<file path="config.mk">
export PLATFORM = sky130hd
export DESIGN_NAME = kijelzo_utemezo_flat
export DESIGN_NICKNAME = d
export VERILOG_FILES = /design/src/rtl/kijelzo_utemezo_if.sv /design/src/rtl/kijelzo_utemezo.sv /design/src/flat_wrapper.sv
export SDC_FILE = /design/constraint.sdc
export NUM_CORES = 1
export LEC_CHECK = 0
export CORE_MARGIN = 4
export CORE_UTILIZATION = 33
export CTS_CLUSTER_SIZE = 16
export DETAILED_ROUTE_END_ITERATION = 8
export GPL_TIMING_DRIVEN = 0
export HOLD_SLACK_MARGIN = 0.03
export PLACE_DENSITY_LB_ADDON = 0.2
export REMOVE_ABC_BUFFERS = 1
export SLEW_MARGIN = 10
export SYNTH_ARGS = -nofsm -noshare
export SYNTH_HDL_FRONTEND = slang
export SYNTH_SLANG_ARGS = --single-unit
</file>
<file path="constraint.sdc">
create_clock -name clk -period 2.6 [get_ports clk]
set_input_delay 0.78 -clock clk [delete_from_list [all_inputs] [get_ports clk]]
set_output_delay 0.78 -clock clk [all_outputs]
set_load 0.02 [all_outputs]
</file>
<file path="src/rtl/kijelzo_utemezo_if.sv">
// rtl/kijelzo_utemezo_if.sv - requester and display-driver signal bundle for kijelzo_utemezo
//
// Purpose: carries both requester handshakes (A low priority, B high priority)
// and the display-side outputs between the calculator core, the scheduler and
// the seven-segment driver.
// Modports:
//   master - requester/driver side: drives clr, a_*/b_* requests and data,
//            observes acks and the display outputs
//   slave  - scheduler side (kijelzo_utemezo)
// Signals:
//   clr             synchronous clear
//   a_req/a_data    requester A request, 16-bit BCD word ([3:0]=digit0)
//   a_ack           one-cycle accept pulse for A
//   b_req/b_data    requester B request, same packing
//   b_blink         B message blinks, sampled together with b_data
//   b_ack           one-cycle accept pulse for B
//   din0..din3      digit codes to the display driver
//   owner           00 idle, 01 A, 10 B
//   busy            scheduler not idle
interface kijelzo_utemezo_if;
    logic        clr;
    logic        a_req;
    logic [15:0] a_data;
    logic        a_ack;
    logic        b_req;
    logic [15:0] b_data;
    logic        b_blink;
    logic        b_ack;
    logic [3:0]  din0;
    logic [3:0]  din1;
    logic [3:0]  din2;
    logic [3:0]  din3;
    logic [1:0]  owner;
    logic        busy;

    modport master (
        output clr, a_req, a_data, b_req, b_data, b_blink,
        input  a_ack, b_ack, din0, din1, din2, din3, owner, busy
    );

    modport slave (
        input  clr, a_req, a_data, b_req, b_data, b_blink,
        output a_ack, b_ack, din0, din1, din2, din3, owner, busy
    );
endinterface

</file>
<file path="src/rtl/kijelzo_utemezo.sv">
// rtl/kijelzo_utemezo.sv - two-requester scheduler for the 4-digit seven-segment display
//
// Purpose: arbitrates the calculator result path (A) and the error/status path
// (B, higher priority, optional blinking) onto the display driver inputs.
// B preempts immediately; A may replace B only after B has been on screen for
// the minimum hold time. All outputs are registered.
// Ports:
//   clk     system clock
//   rst_n   asynchronous active-low reset
//   bus     kijelzo_utemezo_if.slave: clr, a_/b_ handshakes, din0..din3, owner, busy
// Parameters:
//   HOLD_CYCLES  minimum B on-screen cycles before A may replace it (>=2)
//   BLINK_HALF   half-period of B blinking in cycles (>=1)
//   CW           width of hold and blink counters
module kijelzo_utemezo #(
    parameter int HOLD_CYCLES = 16_000_000,
    parameter int BLINK_HALF  = 4_000_000,
    parameter int CW          = 24
) (
    input  logic                 clk,
    input  logic                 rst_n,
    kijelzo_utemezo_if.slave     bus
);

    // State codes double as the owner encoding.
    localparam logic [1:0] S_IDLE   = 2'b00;
    localparam logic [1:0] S_SHOW_A = 2'b01;
    localparam logic [1:0] S_SHOW_B = 2'b10;

    localparam logic [CW-1:0] HOLD_MAX  = CW'(HOLD_CYCLES - 1);
    localparam logic [CW-1:0] BLINK_MAX = CW'(BLINK_HALF - 1);
    localparam logic [15:0]   BLANK     = 16'hFFFF;

    logic [1:0]    state_q,  state_d;
    logic [15:0]   data_q,   data_d;
    logic          flag_q,   flag_d;
    logic [CW-1:0] hold_q,   hold_d;
    logic [CW-1:0] bcnt_q,   bcnt_d;
    logic          phase_q,  phase_d;
    logic          a_ack_q,  a_ack_d;
    logic          b_ack_q,  b_ack_d;
    logic [15:0]   din_q,    din_d;
    logic          busy_q;

    logic b_ok;
    logic a_ok;
    logic hold_exp;

    // A requester whose ack is still high is not re-accepted, so a held req
    // is served at most every other cycle.
    assign b_ok     = bus.b_req && !b_ack_q;
    assign a_ok     = bus.a_req && !a_ack_q;
    assign hold_exp = (hold_q == HOLD_MAX);

    always_comb begin
        state_d = state_q;
        data_d  = data_q;
        flag_d  = flag_q;
        hold_d  = hold_exp ? hold_q : hold_q + CW'(1);
        bcnt_d  = bcnt_q;
        phase_d = phase_q;
        a_ack_d = 1'b0;
        b_ack_d = 1'b0;

        if (state_q == S_SHOW_B && flag_q) begin
            if (bcnt_q == BLINK_MAX) begin
                bcnt_d  = '0;
                phase_d = ~phase_q;
            end else begin
                bcnt_d  = bcnt_q + CW'(1);
            end
        end

        if (bus.clr) begin
            state_d = S_IDLE;
            data_d  = BLANK;
            flag_d  = 1'b0;
            hold_d  = '0;
            bcnt_d  = '0;
            phase_d = 1'b0;
        end else if (b_ok) begin
            state_d = S_SHOW_B;
            data_d  = bus.b_data;
            flag_d  = bus.b_blink;
            hold_d  = '0;
            bcnt_d  = '0;
            phase_d = 1'b0;
            b_ack_d = 1'b1;
        end else if (a_ok && (state_q != S_SHOW_B || hold_exp)) begin
            state_d = S_SHOW_A;
            data_d  = bus.a_data;
            flag_d  = 1'b0;
            hold_d  = '0;
            bcnt_d  = '0;
            phase_d = 1'b0;
            a_ack_d = 1'b1;
        end

        // Display content is derived from the next state so it changes on
        // the same edge as the accept or blink-phase toggle.
        if (state_d == S_IDLE || (state_d == S_SHOW_B && flag_d && phase_d)) begin
            din_d = BLANK;
        end else begin
            din_d = data_d;
        end
    end

    always_ff @(posedge clk or negedge rst_n) begin
        if (!rst_n) begin
            state_q <= S_IDLE;
            data_q  <= BLANK;
            flag_q  <= 1'b0;
            hold_q  <= '0;
            bcnt_q  <= '0;
            phase_q <= 1'b0;
            a_ack_q <= 1'b0;
            b_ack_q <= 1'b0;
            din_q   <= BLANK;
            busy_q  <= 1'b0;
        end else begin
            state_q <= state_d;
            data_q  <= data_d;
            flag_q  <= flag_d;
            hold_q  <= hold_d;
            bcnt_q  <= bcnt_d;
            phase_q <= phase_d;
            a_ack_q <= a_ack_d;
            b_ack_q <= b_ack_d;
            din_q   <= din_d;
            busy_q  <= (state_d != S_IDLE);
        end
    end

    assign bus.a_ack = a_ack_q;
    assign bus.b_ack = b_ack_q;
    assign bus.din0  = din_q[3:0];
    assign bus.din1  = din_q[7:4];
    assign bus.din2  = din_q[11:8];
    assign bus.din3  = din_q[15:12];
    assign bus.owner = state_q;
    assign bus.busy  = busy_q;

endmodule

</file>
<file path="src/flat_wrapper.sv">
// flat-port wrapper written by rule: the top's interface ports become plain ports
module kijelzo_utemezo_flat 
#(
    parameter int HOLD_CYCLES = 16_000_000,
    parameter int BLINK_HALF  = 4_000_000,
    parameter int CW          = 24
)
  (clk, rst_n, bus_clr, bus_a_req, bus_a_data, bus_b_req, bus_b_data, bus_b_blink, bus_a_ack, bus_b_ack, bus_din0, bus_din1, bus_din2, bus_din3, bus_owner, bus_busy);
  kijelzo_utemezo_if bus_i ();
  input  logic clk;
  input  logic rst_n;
  input wire logic [$bits(bus_i.clr)-1:0] bus_clr;
  input wire logic [$bits(bus_i.a_req)-1:0] bus_a_req;
  input wire logic [$bits(bus_i.a_data)-1:0] bus_a_data;
  input wire logic [$bits(bus_i.b_req)-1:0] bus_b_req;
  input wire logic [$bits(bus_i.b_data)-1:0] bus_b_data;
  input wire logic [$bits(bus_i.b_blink)-1:0] bus_b_blink;
  output wire logic [$bits(bus_i.a_ack)-1:0] bus_a_ack;
  output wire logic [$bits(bus_i.b_ack)-1:0] bus_b_ack;
  output wire logic [$bits(bus_i.din0)-1:0] bus_din0;
  output wire logic [$bits(bus_i.din1)-1:0] bus_din1;
  output wire logic [$bits(bus_i.din2)-1:0] bus_din2;
  output wire logic [$bits(bus_i.din3)-1:0] bus_din3;
  output wire logic [$bits(bus_i.owner)-1:0] bus_owner;
  output wire logic [$bits(bus_i.busy)-1:0] bus_busy;
  assign bus_i.clr = bus_clr;
  assign bus_i.a_req = bus_a_req;
  assign bus_i.a_data = bus_a_data;
  assign bus_i.b_req = bus_b_req;
  assign bus_i.b_data = bus_b_data;
  assign bus_i.b_blink = bus_b_blink;
  assign bus_a_ack = bus_i.a_ack;
  assign bus_b_ack = bus_i.b_ack;
  assign bus_din0 = bus_i.din0;
  assign bus_din1 = bus_i.din1;
  assign bus_din2 = bus_i.din2;
  assign bus_din3 = bus_i.din3;
  assign bus_owner = bus_i.owner;
  assign bus_busy = bus_i.busy;
  kijelzo_utemezo #(.HOLD_CYCLES(HOLD_CYCLES), .BLINK_HALF(BLINK_HALF), .CW(CW)) u_core (.clk(clk), .rst_n(rst_n), .bus(bus_i));
endmodule
</file>
Word level (Yosys, flattened, before mapping):

Cells that the tools add are included.

* bitwise operators: 1
* add/subtract/negate cells: 2
* equality and inequality tests: 6
* reduce and logical (&&, ||, !) cells: 13
* multiplexer cells: 29

Operators by type and width (count)
* $mux 24: 9
* $mux 16: 4
* $add 24x1->24 const B: 2
* $eq 24x22->1 const B: 1
* $eq 24x24->1 const B: 1
* $mux 1: 13
* $logic_and 1x1->1: 6
* $mux 2: 3
* $eq 2x2->1 const B: 2
* $ne 4x3->1 const B: 1
* $reduce_bool 4->1: 1
* $logic_not 1->1: 2
* $logic_not 2->1: 1
* $logic_or 1x1->1: 2
* $ne 2x2->1 const B: 1
* $reduce_bool 2->1: 1
* $not 1->1: 1

* output and inout port bits: 21
* bits in registers: 87

Logic depth before layout (Yosys ltp):

* depth after elaboration: 11
* mapped depth: 9

Least setup slack after synthesis:

Ideal clock, no wire load.

* path type: input to register
* start: input bus_a_req
* end: register u_core.din_q[5]
* data required time: 2519 ps
* data arrival time: 2334 ps
* setup time: 81 ps
* slack: 185 ps
* stages: 7
* path buffers: 2
* cells stage by stage: nand2b_1 > buf_1 > nor2_1 > a2111oi_0 > o21ai_4 > buf_6 > o211ai_1

* longest elaborated chain between the ends: 10
* elaborated cells between the ends (all ways): 20

Ends and longest elaborated chain
* start, declared: line flat_wrapper.sv:13 `input wire logic [$bits(bus_i.a_req)-1:0] bus_a_req;`
* $logic_and 1x1->1 (*): line kijelzo_utemezo.sv:52 `assign a_ok = bus.a_req && !a_ack_q;`
* $logic_and 1x1->1 (*): line kijelzo_utemezo.sv:89 `end else if (a_ok && (state_q != S_SHOW_B || hold_exp)) begin`
* $mux 2: line kijelzo_utemezo.sv:89
* $mux 2: line kijelzo_utemezo.sv:81 `end else if (b_ok) begin`
* $mux 2: line kijelzo_utemezo.sv:74 `if (bus.clr) begin`
* $eq 2x2->1: line kijelzo_utemezo.sv:101 `if (state_d == S_IDLE || (state_d == S_SHOW_B && flag_d && phase_d)) begin`
* $logic_and 1x1->1 (2 in a row): line kijelzo_utemezo.sv:101
* $logic_or 1x1->1: line kijelzo_utemezo.sv:101
* $mux 16 (*): line kijelzo_utemezo.sv:101
* via u_core.din_d[5]: line kijelzo_utemezo.sv:42 `logic [15:0] din_q, din_d;`
* end signal, assigned: line kijelzo_utemezo.sv:129 `din_q <= din_d;`
* end, declared: line kijelzo_utemezo.sv:42

The timed path passes the listed nets; every way through them passes the cells marked *.
A chain may end at the register's enable or synchronous reset.

Worst setup path after layout:

* start: register u_core.hold_q[0]
* end: register u_core.din_q[13]

* longest elaborated chain between the ends: 11
* elaborated cells between the ends (all ways): 21

Ends and longest elaborated chain
* start, declared: line kijelzo_utemezo.sv:37 `logic [CW-1:0] hold_q, hold_d;`
* start signal, assigned: line kijelzo_utemezo.sv:124 `hold_q <= hold_d;`
* $eq 24x24->1 (*): line kijelzo_utemezo.sv:53 `assign hold_exp = (hold_q == HOLD_MAX);`
* $logic_or 1x1->1 (*): line kijelzo_utemezo.sv:89
* $logic_and 1x1->1 (*): line kijelzo_utemezo.sv:89
* $mux 2: line kijelzo_utemezo.sv:89
* $mux 2: line kijelzo_utemezo.sv:81
* $mux 2: line kijelzo_utemezo.sv:74
* $eq 2x2->1: line kijelzo_utemezo.sv:101
* $logic_and 1x1->1 (2 in a row): line kijelzo_utemezo.sv:101
* $logic_or 1x1->1: line kijelzo_utemezo.sv:101
* $mux 16 (*): line kijelzo_utemezo.sv:101
* via u_core.din_d[13]: line kijelzo_utemezo.sv:42

Marks and branches as above.

==> reports/qor.yml <==
sta:
  fin_crit_sh_pct: 95.08
  worst_slack_ns: 0.1279
  tightest_slew_ns: 0.6385
  relSlewSlack_pct: 57.44
  clock.fmax_mhz: 404.5
  finalCriticalPeriod_ns: 2.472
  skew_ns: 0.008573
  finalSetupViolations: 0
  hold_viol: 0
  drv_slew: 0
  rsz0062_at_grt: "no"
yosys:
  ys_seq_area_share_pct: 48.00
  yosysTopAreaCellShare_pct: 29.79
  synth-edff-count: 0
  ys_async_sr_fraction_pct: 100.0
  ys_warn_count: 0
  syn_area_um2: 4619
  synth.area.top_cells: "dfrtp_1 (30%), dfstp_2 (18%), nor2_1 (7.1%), a21oi_1 (4.7%), o41ai_2 (3.5%)"
  synth_cells: 493
  synth.distinct_cells: 54
  syn_avg_cell_area_um2: 9.370
  synth_top_cell_by_area: "dfrtp_1"
  synth.ff_latch_count: 87
  ys.flop_type: "dfrtp_1"
setup_path:
  rrSetupSlack_ns: 0.13
  required_ns: 2.83
  endpoint_kind: "register"
  arrival_ns: 2.70
  critical_path_class: "reg -> reg"
  cp_slowest_cell: "or4_4"
  crit_chain: "ha_1 -> nand3_1 -> or2_4 -> or4_4 -> o41ai_2 -> o211ai_1"
  cp_max_fo: 12
  path_buf_inv: 0
  crit_family: "simple AND/OR/NAND/NOR gates"
  cpPeakStageDelay_ns: 0.68
  cp-start-kind: "register"
global_route:
  grt_usage_pct: 15.30
  antenna_found_initial: 0
  grt.overflow.total: 0
  grt_max_degree: 60
  grt_pass1_wl_um: 20150
  grt_pass1_vias: 4066
clocking:
  cts.sinks: 87
  cts_buffer_depth: 2
  cts_tree: "built"
  hold_buffers: 0
  root_buffer: "clkbuf_16"
  htreeDepth: 3
  cts.clk_slew.worst_paths_ns: 0.06
  cts_buffers: 9
  clk-insertion-delay-late_ns: 0.34
power:
  ir_drop_mv: 0.4278
  pwr_density_cell_nw_per_um2: 527.1
  power_leakage_nw: 2.257
final_layout:
  syn_to_final_growth_pct: 27.55
  fillers: 1337
  n_antenna_cell: 0
  finalNetCount: 592
  final_core_util_pct: 43.80
  drive_gt1_share_pct: 17.06
die:
  core_um2: 13450
  die_height_um: 126.3
  fp-row-count: 42
  dieArea_um2: 15960
  boundaryPins: 59
  die_x_um: 126.3
  floorplan.initialDensity_pct: 34.34
job:
  drv_cap: 0
routing:
  drc: 0
  antenna_left: 0
  vias_per_cell: 5.431
  routed_wl_um: 12150
  vias: 3981
  drt_iter0_drc: 334
  wl_per_cell_um: 16.58
  dr.pass1.iters: 5
placement:
  place_hpwl_um: 8144
  port_buffers: 58
  place.gp.congestion: 0.8409
  post-place-ws_ns: -1.231
hold_path:
  hold_class: "in -> async"
status:
  status: "finished clean"
==> path summary, 6_finish.rpt <==
| path | depth (start not counted) | to | startpoint |
|---|---|---|---|
| setup / recovery | 6 | u_core.din_q[13]$_DFF_PN1_ | u_core.hold_q[0]$_DFFE_PN0P_ |
| hold reg to reg | 2 | u_core.data_q[3]$_DFF_PN1_ | u_core.data_q[3]$_DFF_PN1_ |
| setup reg to reg | 6 | u_core.din_q[13]$_DFF_PN1_ | u_core.hold_q[0]$_DFFE_PN0P_ |
| hold / removal | 1 | u_core.bcnt_q[23]$_DFFE_PN0P_ | rst_n |
| min in group clk | 2 | u_core.data_q[3]$_DFF_PN1_ | u_core.data_q[3]$_DFF_PN1_ |
| max in group asynchronous | 2 | u_core.data_q[13]$_DFF_PN1_ | rst_n |
==> kinds of logic (layout without fill, tap and decap cells) <==
family	after synthesis	after routing	synth area share, %
compound gates	112	112	17.77
xor+xnor	25	25	4.740
fa+ha+maj	2	2	0.5416
buf+inv	48	110	4.550
flops	87	87	48.00
mux	3	3	0.6501
simple gates	216	218	23.75
==> worst register-to-register path: stages (launching register included) <==
cell and delay, ns:
dfrtp_1 0.41, ha_1 0.26, nand3_1 0.18, or2_4 0.35, or4_4 0.68, o41ai_2 0.30, o211ai_1 0.18
==> sequential cells by signal (all words and copies together) (netlist names) <==
signal / flops
u_core.bus.busy: 1
u_core.bus.a_ack: 1
u_core.phase_q: 1
u_core.bus.b_ack: 1
u_core.hold_q: 24
u_core.bcnt_q: 24
u_core.flag_q: 1
u_core.data_q: 16
u_core.din_q: 16
u_core.bus.owner: 2
==> stage by stage <==
stage	TNS [ns]	total power, W	cell area (µm²)	hold WS (ns)	cells
4_1_cts	-0.002622	0.003132	5778	0.3805	726
3_3_place_gp	-568.19	0.001778	5296	0.5232	702
5_1_grt	0	0.003237	5892	0.3933	733
3_5_place_dp	-71.94	0.001798	5379	0.5275	706
6_report	0	0.003106	5892	0.3640	733
2_1_floorplan	-159.33	0.001608	4496	0.4844	468
==> cell usage after synthesis (2+ instances only) <==
cell type   n
a31oi_1     2
o2111ai_1   3
mux2i_1     3
o41ai_2    10
and3_1      8
dfrtp_1    55
buf_6       3
nor4b_1     4
clkbuf_1   12
nand3b_1    2
and4_1      6
o21ai_0    11
or4_1       9
buf_2       5
o211ai_1   16
ha_1        2
o41ai_1     7
or3_1       9
inv_1      22
xor2_1      8
a21oi_1    43
nand4_1    12
dfstp_2    32
nor4_1      7
a211oi_1    4
nor2b_1     3
nand2_1    29
xnor2_1    17
nor2_1     87
or4b_1      2
buf_1       4
o31ai_1     6
nor3_1     11
and2_1      2
nand2b_1    3
nand3_1    16
==> final cells by class <==
type,instances,area [µm²],area share (%)
multi-input combinational,360,2352,39.92
sequential,87,2217,37.63
timing repair buffer,71,710.7,12.06
clock buffer,15,299.0,5.075
tap,176,220.2,3.738
inverter,23,86.33,1.465
clock inverter,1,6.256,0.1062
==> cells in the final DEF, fill, tap and decap left out, types with 3 or more instances in the layout <==
cell	count
and3_1	8
nand3_1	16
nand4_1	12
o31ai_1	5
a21oi_1	42
nor2_1	87
dfrtp_1	55
and4_1	5
nand2_1	28
a211oi_1	4
o41ai_2	14
o2111ai_1	3
clkbuf_8	3
inv_1	22
clkdlybuf4s50_1	57
nor4b_1	4
clkbuf_16	10
o21ai_0	11
xnor2_1	17
or4_1	8
nor4_1	6
nor2b_1	3
buf_4	11
or3_1	9
nor3_1	9
dfstp_2	32
o211ai_1	16
xor2_1	8
mux2i_1	3
==> report_power, final <==
group          total (W)  switching, W  internal, W
clock network    0.00130      0.000517     0.000786
registers        0.00144     0.0000212      0.00142
logic           0.000361      0.000205     0.000155
total            0.00311      0.000744      0.00236
==> what timing repair did <==
| action | CTS | global route |
|---|---|---|
| setup endpoints to repair | 82 | 27 |
| buffers inserted | 4 | 5 |
| pin swaps | 2 | 3 |
| gates resized for setup | 13 | 12 |
| gates cloned | 0 | 2 |
==> metal layers <==
metal  vias to the layer above  GRT usage, %  routed length [µm]
li1                       1903             -                   -
met5                         -             0                   0
met2                        85         26.10                6184
met4                         0         4.921                 204
met3                        14         3.195                 412
met1                      1979         19.48                5349
Note: power is estimated with default switching activity, not from simulation.
